[src/rtl/lc3b_types.sv]
// Shared LC-3b types: instruction opcodes, machine word, and MEM-stage state encoding.
package lc3b_types;

  typedef logic [15:0] lc3b_word;

  typedef enum logic [3:0] {
    op_br   = 4'b0000,
    op_add  = 4'b0001,
    op_ldb  = 4'b0010,
    op_stb  = 4'b0011,
    op_jsr  = 4'b0100,
    op_and  = 4'b0101,
    op_ldr  = 4'b0110,
    op_str  = 4'b0111,
    op_rti  = 4'b1000,
    op_not  = 4'b1001,
    op_ldi  = 4'b1010,
    op_sti  = 4'b1011,
    op_jmp  = 4'b1100,
    op_shf  = 4'b1101,
    op_lea  = 4'b1110,
    op_trap = 4'b1111
  } lc3b_opcode;

  typedef enum logic [1:0] {
    IDLE,
    ACC1,
    ACC2,
    DONE
  } mem_state_t;

endpackage

[src/rtl/mem_byte_align.sv]
// Byte-lane steering for LDB/STB: replicated store byte, lane mask, zero-extended load byte.
module mem_byte_align
  import lc3b_types::*;
#(
  parameter int unsigned DATA_W = 16
) (
  input  logic              lane,
  input  logic [3:0]        opcode,
  input  logic [DATA_W-1:0] rdata,
  input  logic [DATA_W-1:0] wdata,
  output logic [DATA_W-1:0] store_data,
  output logic [1:0]        byte_enable,
  output logic [DATA_W-1:0] load_data
);

  logic is_stb;
  logic is_ldb;

  always_comb begin
    is_stb = (opcode == op_stb);
    is_ldb = (opcode == op_ldb);

    store_data  = wdata;
    byte_enable = 2'b11;
    load_data   = rdata;

    if (is_stb) begin
      store_data  = DATA_W'({wdata[7:0], wdata[7:0]});
      byte_enable = lane ? 2'b10 : 2'b01;
    end
    if (is_ldb) begin
      load_data = DATA_W'(lane ? rdata[15:8] : rdata[7:0]);
    end
  end

endmodule

[src/rtl/mem_stage_access.sv]
// MEM-stage data-port engine: single and two-access (LDI/STI) transactions with pipeline stall.
module mem_stage_access
  import lc3b_types::*;
#(
  parameter int unsigned ADDR_W = 16,
  parameter int unsigned DATA_W = 16
) (
  input  logic              clk,
  input  logic              reset_n,
  input  logic              ctrl_valid,
  input  logic [3:0]        opcode,
  input  logic              mem2_read,
  input  logic              mem2_write,
  input  logic [ADDR_W-1:0] address,
  input  logic [DATA_W-1:0] wdata,
  input  logic              dmem_resp,
  input  logic [DATA_W-1:0] dmem_rdata,
  output logic              dmem_read,
  output logic              dmem_write,
  output logic [ADDR_W-1:0] dmem_address,
  output logic [DATA_W-1:0] dmem_wdata,
  output logic [1:0]        dmem_byte_enable,
  output logic              stall,
  output logic [DATA_W-1:0] mdr_out,
  output logic              done
);

  mem_state_t        state_q, state_d;
  logic [ADDR_W-1:0] addr_q, addr_d;
  logic [ADDR_W-1:0] ptr_q, ptr_d;
  logic [DATA_W-1:0] wdata_q, wdata_d;
  logic [DATA_W-1:0] mdr_q, mdr_d;
  logic [3:0]        opcode_q, opcode_d;
  logic              lane_q, lane_d;
  logic              rd_q, rd_d;
  logic              wr_q, wr_d;
  logic              ind_q, ind_d;

  logic              rd_req, wr_req, indirect, req, is_sti;
  logic [DATA_W-1:0] al_store, al_load;
  logic [1:0]        al_be;

  mem_byte_align #(.DATA_W(DATA_W)) u_align (
    .lane        (lane_q),
    .opcode      (opcode_q),
    .rdata       (dmem_rdata),
    .wdata       (wdata_q),
    .store_data  (al_store),
    .byte_enable (al_be),
    .load_data   (al_load)
  );

  always_comb begin
    rd_req   = mem2_read | (opcode == op_ldb) | (opcode == op_trap);
    wr_req   = mem2_write;
    indirect = (opcode == op_ldi) | (opcode == op_sti);
    req      = ctrl_valid & (rd_req | wr_req);
    is_sti   = (opcode_q == op_sti);

    state_d  = state_q;
    addr_d   = addr_q;
    ptr_d    = ptr_q;
    wdata_d  = wdata_q;
    mdr_d    = mdr_q;
    opcode_d = opcode_q;
    lane_d   = lane_q;
    rd_d     = rd_q;
    wr_d     = wr_q;
    ind_d    = ind_q;

    dmem_read        = 1'b0;
    dmem_write       = 1'b0;
    dmem_address     = '0;
    dmem_wdata       = '0;
    dmem_byte_enable = 2'b11;
    stall            = 1'b0;
    done             = 1'b0;

    unique case (state_q)
      IDLE: begin
        stall = req;
        if (req) begin
          addr_d   = address;
          wdata_d  = wdata;
          opcode_d = opcode;
          lane_d   = address[0];
          rd_d     = rd_req;
          wr_d     = wr_req;
          ind_d    = indirect;
          state_d  = ACC1;
        end
      end
      ACC1: begin
        // Indirect ops always fetch the pointer first, even STI.
        dmem_address     = addr_q;
        dmem_read        = rd_q | ind_q;
        dmem_write       = wr_q & ~ind_q;
        dmem_wdata       = al_store;
        dmem_byte_enable = al_be;
        stall            = 1'b1;
        if (dmem_resp) begin
          if (ind_q) begin
            ptr_d   = ADDR_W'(dmem_rdata);
            state_d = ACC2;
          end else begin
            if (rd_q) mdr_d = al_load;
            state_d = DONE;
          end
        end
      end
      ACC2: begin
        dmem_address = ptr_q;
        dmem_read    = ~is_sti;
        dmem_write   = is_sti;
        dmem_wdata   = is_sti ? wdata_q : '0;
        stall        = 1'b1;
        if (dmem_resp) begin
          if (!is_sti) mdr_d = dmem_rdata;
          state_d = DONE;
        end
      end
      DONE: begin
        done    = 1'b1;
        state_d = IDLE;
      end
      default: state_d = IDLE;
    endcase
  end

  always_ff @(posedge clk or negedge reset_n) begin
    if (!reset_n) begin
      state_q  <= IDLE;
      addr_q   <= '0;
      ptr_q    <= '0;
      wdata_q  <= '0;
      mdr_q    <= '0;
      opcode_q <= '0;
      lane_q   <= 1'b0;
      rd_q     <= 1'b0;
      wr_q     <= 1'b0;
      ind_q    <= 1'b0;
    end else begin
      state_q  <= state_d;
      addr_q   <= addr_d;
      ptr_q    <= ptr_d;
      wdata_q  <= wdata_d;
      mdr_q    <= mdr_d;
      opcode_q <= opcode_d;
      lane_q   <= lane_d;
      rd_q     <= rd_d;
      wr_q     <= wr_d;
      ind_q    <= ind_d;
    end
  end

  assign mdr_out = mdr_q;

endmodule

[config.mk]
export PLATFORM = sky130hd
export DESIGN_NAME = mem_stage_access
export DESIGN_NICKNAME = d
export VERILOG_FILES = /design/src/rtl/lc3b_types.sv /design/src/rtl/mem_byte_align.sv /design/src/rtl/mem_stage_access.sv
export SDC_FILE = /design/constraint.sdc
export NUM_CORES = 1
export LEC_CHECK = 0
export CAP_MARGIN = 30
export CORE_UTILIZATION = 23
export CTS_CLUSTER_SIZE = 10
export DETAILED_ROUTE_END_ITERATION = 10
export PLACE_DENSITY = 0.42
export SYNTH_ARGS = -nofsm -noshare
export SYNTH_HDL_FRONTEND = slang
export SYNTH_HIERARCHICAL = 1
export SYNTH_SLANG_ARGS = --single-unit
export TNS_END_PERCENT = 30
[constraint.sdc]
create_clock -name clk -period 4.3 [get_ports clk]
set_clock_uncertainty 0.15 [all_clocks]
set_input_delay 0.43 -clock clk [delete_from_list [all_inputs] [get_ports clk]]
set_output_delay 0.43 -clock clk [all_outputs]
set_load 0.02 [all_outputs]
==> impl_metrics.json, run 1 <==
{
  "postSynthAreaPerCell_um2": 11.9,
  "critical_hold_path_startpoint": "wr_q$_DFFE_PN0P_",
  "clock-root-buffer": "clkbuf_16",
  "yosys_warnings": 6,
  "critPathArrivalTime_ps": 2950,
  "ff2ff_setup_slack_ps": 1490,
  "finalWirelength_um": 11800,
  "cts.path.max_buffers": 2,
  "register_clock_pin_slew_on_the_reported_worst_setup_and_hold_paths_ps": 60,
  "clk_latency_ps": 340,
  "detail-route-antenna-nets": 0,
  "start_util": 0.237,
  "synth_top_family_by_area": "multiplexers",
  "timing.critical_path.to_type": "output port",
  "via_count_normalized_by_instance_count": 4.54,
  "layout_common_cells": "clkdlybuf4s50_1 (110), dfrtp_1 (73), mux2_2 (61), nor2_1 (38), a22oi_1 (32)",
  "synth.cell_area_um2": 3940,
  "tritoncts": "built",
  "mostFrequentLayoutCell": "clkdlybuf4s50_1",
  "io-pin-count": 112,
  "syn-instance-count": 330,
  "dr.pass1.iters": 4,
  "nature_of_the_critical_path_startpoint": "flop",
  "crit_required_ps": 3720,
  "drive_gt1_frac": 0.282,
  "grt_pass1_wl_um": 18800,
  "dr_total_vias": 2978,
  "placement_rows": 47,
  "coreArea_um2": 16600,
  "finish.net_count": 494,
  "setup_viol_count_final": 0,
  "grt_setup_unrepaired": "false",
  "synthSimpleGateAreaFrac": 0.129,
  "final_core_util": 0.333,
  "worst-path-max-fanout": 20,
  "netlist.area_leader.share": 0.464,
  "die_w_um": 133,
  "power.ir.vdd_worst_mv": 0.235,
  "post_synth_num_cell_types": 43,
  "numPortBuffers": 111,
  "library_cell_with_the_largest_summed_area_after_synthesis": "dfrtp_1",
  "powerDensity_nw_per_um2": 791,
  "detailed_place_hpwl_um": 8210,
  "dr.first_iter.drc_count": 126,
  "tightest_slew_ps": 937,
  "layout_worst_path_cycle_share": 0.822,
  "max_fclk_mhz": 283,
  "yosys-top-cells-area": "dfrtp_1 (46%), mux2_2 (17%), a22oi_1 (6.1%)",
  "holdCritPathClass": "reg -> reg",
  "place_congestion": 0.740,
  "synthesis.nets": 393,
  "worstReg2RegStart": "state_q[1]$_DFFE_PN0P_",
  "total_cts_buffers": 9,
  "post_synth_mux_area_share": 0.204,
  "grt_pass1_vias": 3248,
  "post_synth_fa_ha_maj_area_fraction": 0.0159,
  "floorplan.die_area_um2": 17600,
  "die_height_um": 133,
  "yosysSeqAreaShare": 0.464,
  "drc": 0,
  "run_status": "complete, no violations",
  "synth_compound_gate_area_share": 0.140,
  "ys_ff_latch": 73,
  "insertedDiodeCount": 0,
  "detailedPlace.worstSlack_ps": 1110,
  "final_max_slew_viol_count": 0,
  "max_capacitance_violation_count": 0,
  "worst_slew_margin_rel": 0.375,
  "setup.worst_path.class": "reg -> out",
  "grt_start_max_net_pins": 42,
  "cp-startpoint": "state_q[0]$_DFFE_PN0P_",
  "fin_ws_ps": 767,
  "detail_route.wl_per_cell_um": 18.0,
  "antenna_found_initial": 0,
  "leftover_overflow_at_the_end_of_global_routing": 0,
  "cts.htree.levels": 3,
  "period_minus_slack_ps": 3530,
  "area_growth_syn_to_layout_pct": 40.8,
  "yosys.area_share.xor_xnor": 0,
  "grtUsageTotal": 0.142,
  "cellLeakagePower_nw": 2.15,
  "cts.sinks": 73,
  "final_hold_viol_count": 0,
  "final.setup.tns_ps": 0
}
## worst paths after layout
kind                                          end  cells past startpoint
max                                 dmem_wdata[0]                      7
min                              wr_q$_DFFE_PN0P_                      2
max reg2reg                mdr_out[8]$_DFFE_PN0P_                      5
min reg2reg                      wr_q$_DFFE_PN0P_                      2
max in group asynchronous  wdata_q[7]$_DFFE_PN0P_                      3
min in group asynchronous  mdr_out[2]$_DFFE_PN0P_                      2
## cells in the mapped netlist, drive strengths merged
cell type and count:
inv 5, and2 1, a22oi 32, buf 18, o221a 16, dfrtp 73, or2b 4, nand3 3
o311ai 1, a211oi 1, nand4b 1, o31ai 1, o21a 1, nor3 1, a31oi 1, o311a 1
and3 1, ha 5, o21ai 4, mux2i 1, clkinv 1, and4 1, a21oi 2, nand2b 16
o22ai 1, and4b 1, and2b 8, nor2 38, a2111oi 1, or2 1, nor4b 2, nand2 8
clkbuf 10, a2bb2oi 1, mux2 68
## repair_timing
action                    in CTS  in global routing
hold endpoints to repair      37                  0
buffers inserted               0                  0
hold buffers                   1                  0
gates resized for setup        0                  0
## per-layer routing
| layer | vias up | share of wire | routed length, um | GRT usage |
|---|---|---|---|---|
| met2 | 78 | 0.48 | 5630 | 0.227 |
| met1 | 1488 | 0.46 | 5450 | 0.182 |
| li1 | 1401 | - | - | - |
| met4 | 0 | 0.017 | 199 | 0.0473 |
| met3 | 11 | 0.043 | 504 | 0.0402 |
| met5 | - | 0 | 0 | 0 |
## flip-flops by register name, indices dropped and copies added, names as in the netlist
signal,count
addr_q,16
mdr_out,16
ptr_q,16
wdata_q,16
opcode_q,4
state_q,2
ind_q,1
rd_q,1
wr_q,1
## final cells by class
type / instances / area (um^2)
Clock buffer: 11 / 253
Multi-Input combinational cell: 223 / 1930
Tap cell: 220 / 275
Inverter: 6 / 22.5
Clock inverter: 5 / 62.6
Timing Repair Buffer: 118 / 1180
Sequential cell: 73 / 1830
Fill cell: 1644 / 11100
## kinds of logic after synthesis
| logic type | count (synthesis) |
|---|---|
| adder cells (fa/ha/maj) | 5 |
| flip-flops | 73 |
| buffers and inverters | 34 |
| AO/OA/AOI/OAI | 63 |
| multiplexers | 69 |
| AND/OR/NAND/NOR | 86 |
## stage by stage
| step | area (um^2) | instances | hold WS [ps] | power, mW |
|---|---|---|---|---|
| 3_5_place_dp | 5220 | 639 | 303 | 3.63 |
| 4_1_cts | 5550 | 656 | 352 | 4.46 |
| 5_1_grt | 5550 | 656 | 371 | 4.70 |
| 2_1_floorplan | 3940 | 330 | -15.6 | 2.79 |
| 6_report | 5550 | 656 | 353 | 4.39 |
| 3_3_place_gp | 5190 | 637 | 322 | 3.60 |
## critical path: stages (launching register included)
cell             delay [ps]
dfrtp_1                 420
inv_1                   140
ha_1                    160
buf_4                   270
and2_1                  640
a22oi_1                 190
nor2_1                  150
clkdlybuf4s50_1         620
## where the power goes
part,leakage (nW),switching (mW),internal [mW],total [mW]
combinational,1.15,1.15,1.13,2.28
clock,0.148,0.317,0.484,0.802
sequential,0.861,0.257,1.04,1.30
Note: power is estimated with default switching activity, not from simulation.
==> inputs of run 2 (changes only) <==
==> constraint.sdc (replaced) <==
create_clock -name clk -period 3.4 [get_ports clk]
set_clock_uncertainty 0.15 [all_clocks]
set_input_delay 0.34 -clock clk [delete_from_list [all_inputs] [get_ports clk]]
set_output_delay 0.34 -clock clk [all_outputs]
set_load 0.02 [all_outputs]
==> run 2 against run 1 <==
  * Clock power grew 24%
  * Flip-flop and latch count is the same
  * Combinational power grew 28%
  * Via count shrank 1.9%
  * Setup slack lost 400 ps
==> impl_metrics.json, run 2 (synthesis gave the netlist of run 1 again) <==
{
  "leftover_overflow_at_the_end_of_global_routing": 0,
  "fin_total_pwr_mw": 5.57,
  "worst_slew_margin_rel": 0.503,
  "detailed_place_hpwl_um": 8060,
  "power.share.sequential": 0.297,
  "final_max_slew_viol_count": 0,
  "antenna_found_initial": 0,
  "die_height_um": 133,
  "critPathArrivalTime_ps": 2540,
  "coreArea_um2": 16600,
  "grt_setup_unrepaired": "false",
  "finish.net_count": 497,
  "powerDensity_nw_per_um2": 999,
  "grt_util_met1": 0.184,
  "start_util": 0.237,
  "setup_viol_count_final": 0,
  "place_congestion": 0.734,
  "max_capacitance_violation_count": 0,
  "cp_top_family": "simple AND/OR/NAND/NOR gates",
  "die_w_um": 133,
  "most_crowded_layer_after_global_routing": "met2",
  "drive_gt1_frac": 0.289,
  "swShare": 0.393,
  "cp_cell_sequence": "nand2_1 -> nor3_4 -> mux2_2 -> a22oi_1 -> nor2_1 -> clkdlybuf4s50_1",
  "power_switching_mw": 2.19,
  "setup.worst_path.class": "reg -> out",
  "grt.met3_usage": 0.0448,
  "finalWirelength_um": 11600,
  "nature_of_the_critical_path_startpoint": "flop",
  "mostFrequentLayoutCell": "clkdlybuf4s50_1",
  "tritoncts": "built",
  "combinational_share_of_power": 0.524,
  "timing.critical_path.buf_inv": 1,
  "final_hold_viol_count": 0,
  "run_status": "complete, no violations",
  "critPathSlowestCell": "clkdlybuf4s50_1",
  "timing.critical_path.to_type": "output port",
  "numPortBuffers": 111,
  "final.setup.tns_ps": 0,
  "tightest_slew_ps": 744,
  "grt_start_max_net_pins": 65,
  "cts.sinks": 73,
  "dr.first_iter.drc_count": 152,
  "power.ir.vdd_worst_mv": 0.348,
  "max_fclk_mhz": 330,
  "dr.pass1.iters": 4,
  "dr_total_vias": 2920,
  "power_report.internal_total_mw": 3.38,
  "worst-path-max-fanout": 10,
  "clk_latency_ps": 340,
  "crit_required_ps": 2910,
  "cts.path.max_buffers": 2,
  "total_cts_buffers": 9,
  "grt_pass1_wl_um": 18500,
  "detail-route-antenna-nets": 0,
  "layout_worst_path_cycle_share": 0.892,
  "insertedDiodeCount": 0,
  "slowest_delay_ps": 560,
  "detail_route.wl_per_cell_um": 17.7,
  "period_minus_slack_ps": 3030,
  "clock-root-buffer": "clkbuf_16",
  "area_growth_syn_to_layout_pct": 41.6,
  "cts.htree.levels": 3,
  "gr-usage-met2": 0.218,
  "placement_rows": 47,
  "grt_pass1_vias": 3071,
  "io-pin-count": 112,
  "floorplan.die_area_um2": 17600,
  "via_count_normalized_by_instance_count": 4.43,
  "drc": 0,
  "layout_common_cells": "clkdlybuf4s50_1 (110), dfrtp_1 (73), mux2_2 (61), nor2_1 (38), a22oi_1 (32)",
  "power.clock.fraction": 0.179,
  "holdCritPathClass": "in -> async",
  "register_clock_pin_slew_on_the_reported_worst_setup_and_hold_paths_ps": 70,
  "grtUsageTotal": 0.140,
  "cellLeakagePower_nw": 2.17
}
==> run 2: cell types whose count changed in the layout (fill, tap and decap cells not counted), sizes merged <==
| cell | delta |
|---|---|
| clkbuf | -1 |
| buf | +3 |
| clkinv | +2 |
| inv | -1 |
==> run 2: cell type report <==
cell class,count,area [um^2]
fillers,1641,11100
multi-input cells,223,1940
flip-flops and latches,73,1830
repair buffers,121,1210
well taps,220,275
clock buffers,10,239
clock inverters,6,67.6
inverters,6,22.5
==> run 2: timing repair <==
action                                  CTS  global route
resized for setup                         0             2
endpoints found under the hold margin    66             0
endpoints found under the setup margin    0             4
buffers inserted                          0             0
hold buffers                              1             0
==> run 2: power groups by stage <==
stage          Combinational, mW  Clock (mW)  Sequential, mW
2_1_floorplan               1.85           0            1.68
3_3_place_gp                2.91           0            1.66
3_5_place_dp                2.95           0            1.66
4_1_cts                     2.96        1.04            1.65
5_1_grt                     3.16        1.07            1.72
6_report                    2.92       0.996            1.65
==> run 2: path summary, 6_finish.rpt <==
path | slack (ps) | from | end | cells past startpoint
max reg2reg | 900 | state_q[0]$_DFFE_PN0P_ | mdr_out[6]$_DFFE_PN0P_ | 7
min reg2reg | 360 | ptr_q[8]$_DFFE_PN0P_ | ptr_q[8]$_DFFE_PN0P_ | 1
max in group asynchronous | 2310 | reset_n | wdata_q[14]$_DFFE_PN0P_ | 3
min | 220 | reset_n | mdr_out[10]$_DFFE_PN0P_ | 2
min in group clk | 360 | ptr_q[8]$_DFFE_PN0P_ | ptr_q[8]$_DFFE_PN0P_ | 1
max | 370 | opcode_q[0]$_DFFE_PN0P_ | dmem_wdata[14] | 6
==> run 2: metrics by stage <==
stage                     instance area [um^2]  hold slack (ps)  std cells  worst slack, ps  utilization
after floorplan                           3940             -106        330             1160            -
after global placement                    5220              340        641              617        0.314
after detailed placement                  5250             42.6        642              530        0.315
after CTS                                 5560              203        659              136        0.334
after global routing                      5580              209        659              144        0.335
final                                     5580              216        659              366        0.335
==> run 2: metal layers <==
layer / routed length [um] / vias to the layer above
li1: - / 1406
met5: 0 / -
met1: 5420 / 1427
met4: 135 / 0
met3: 573 / 9
met2: 5510 / 78
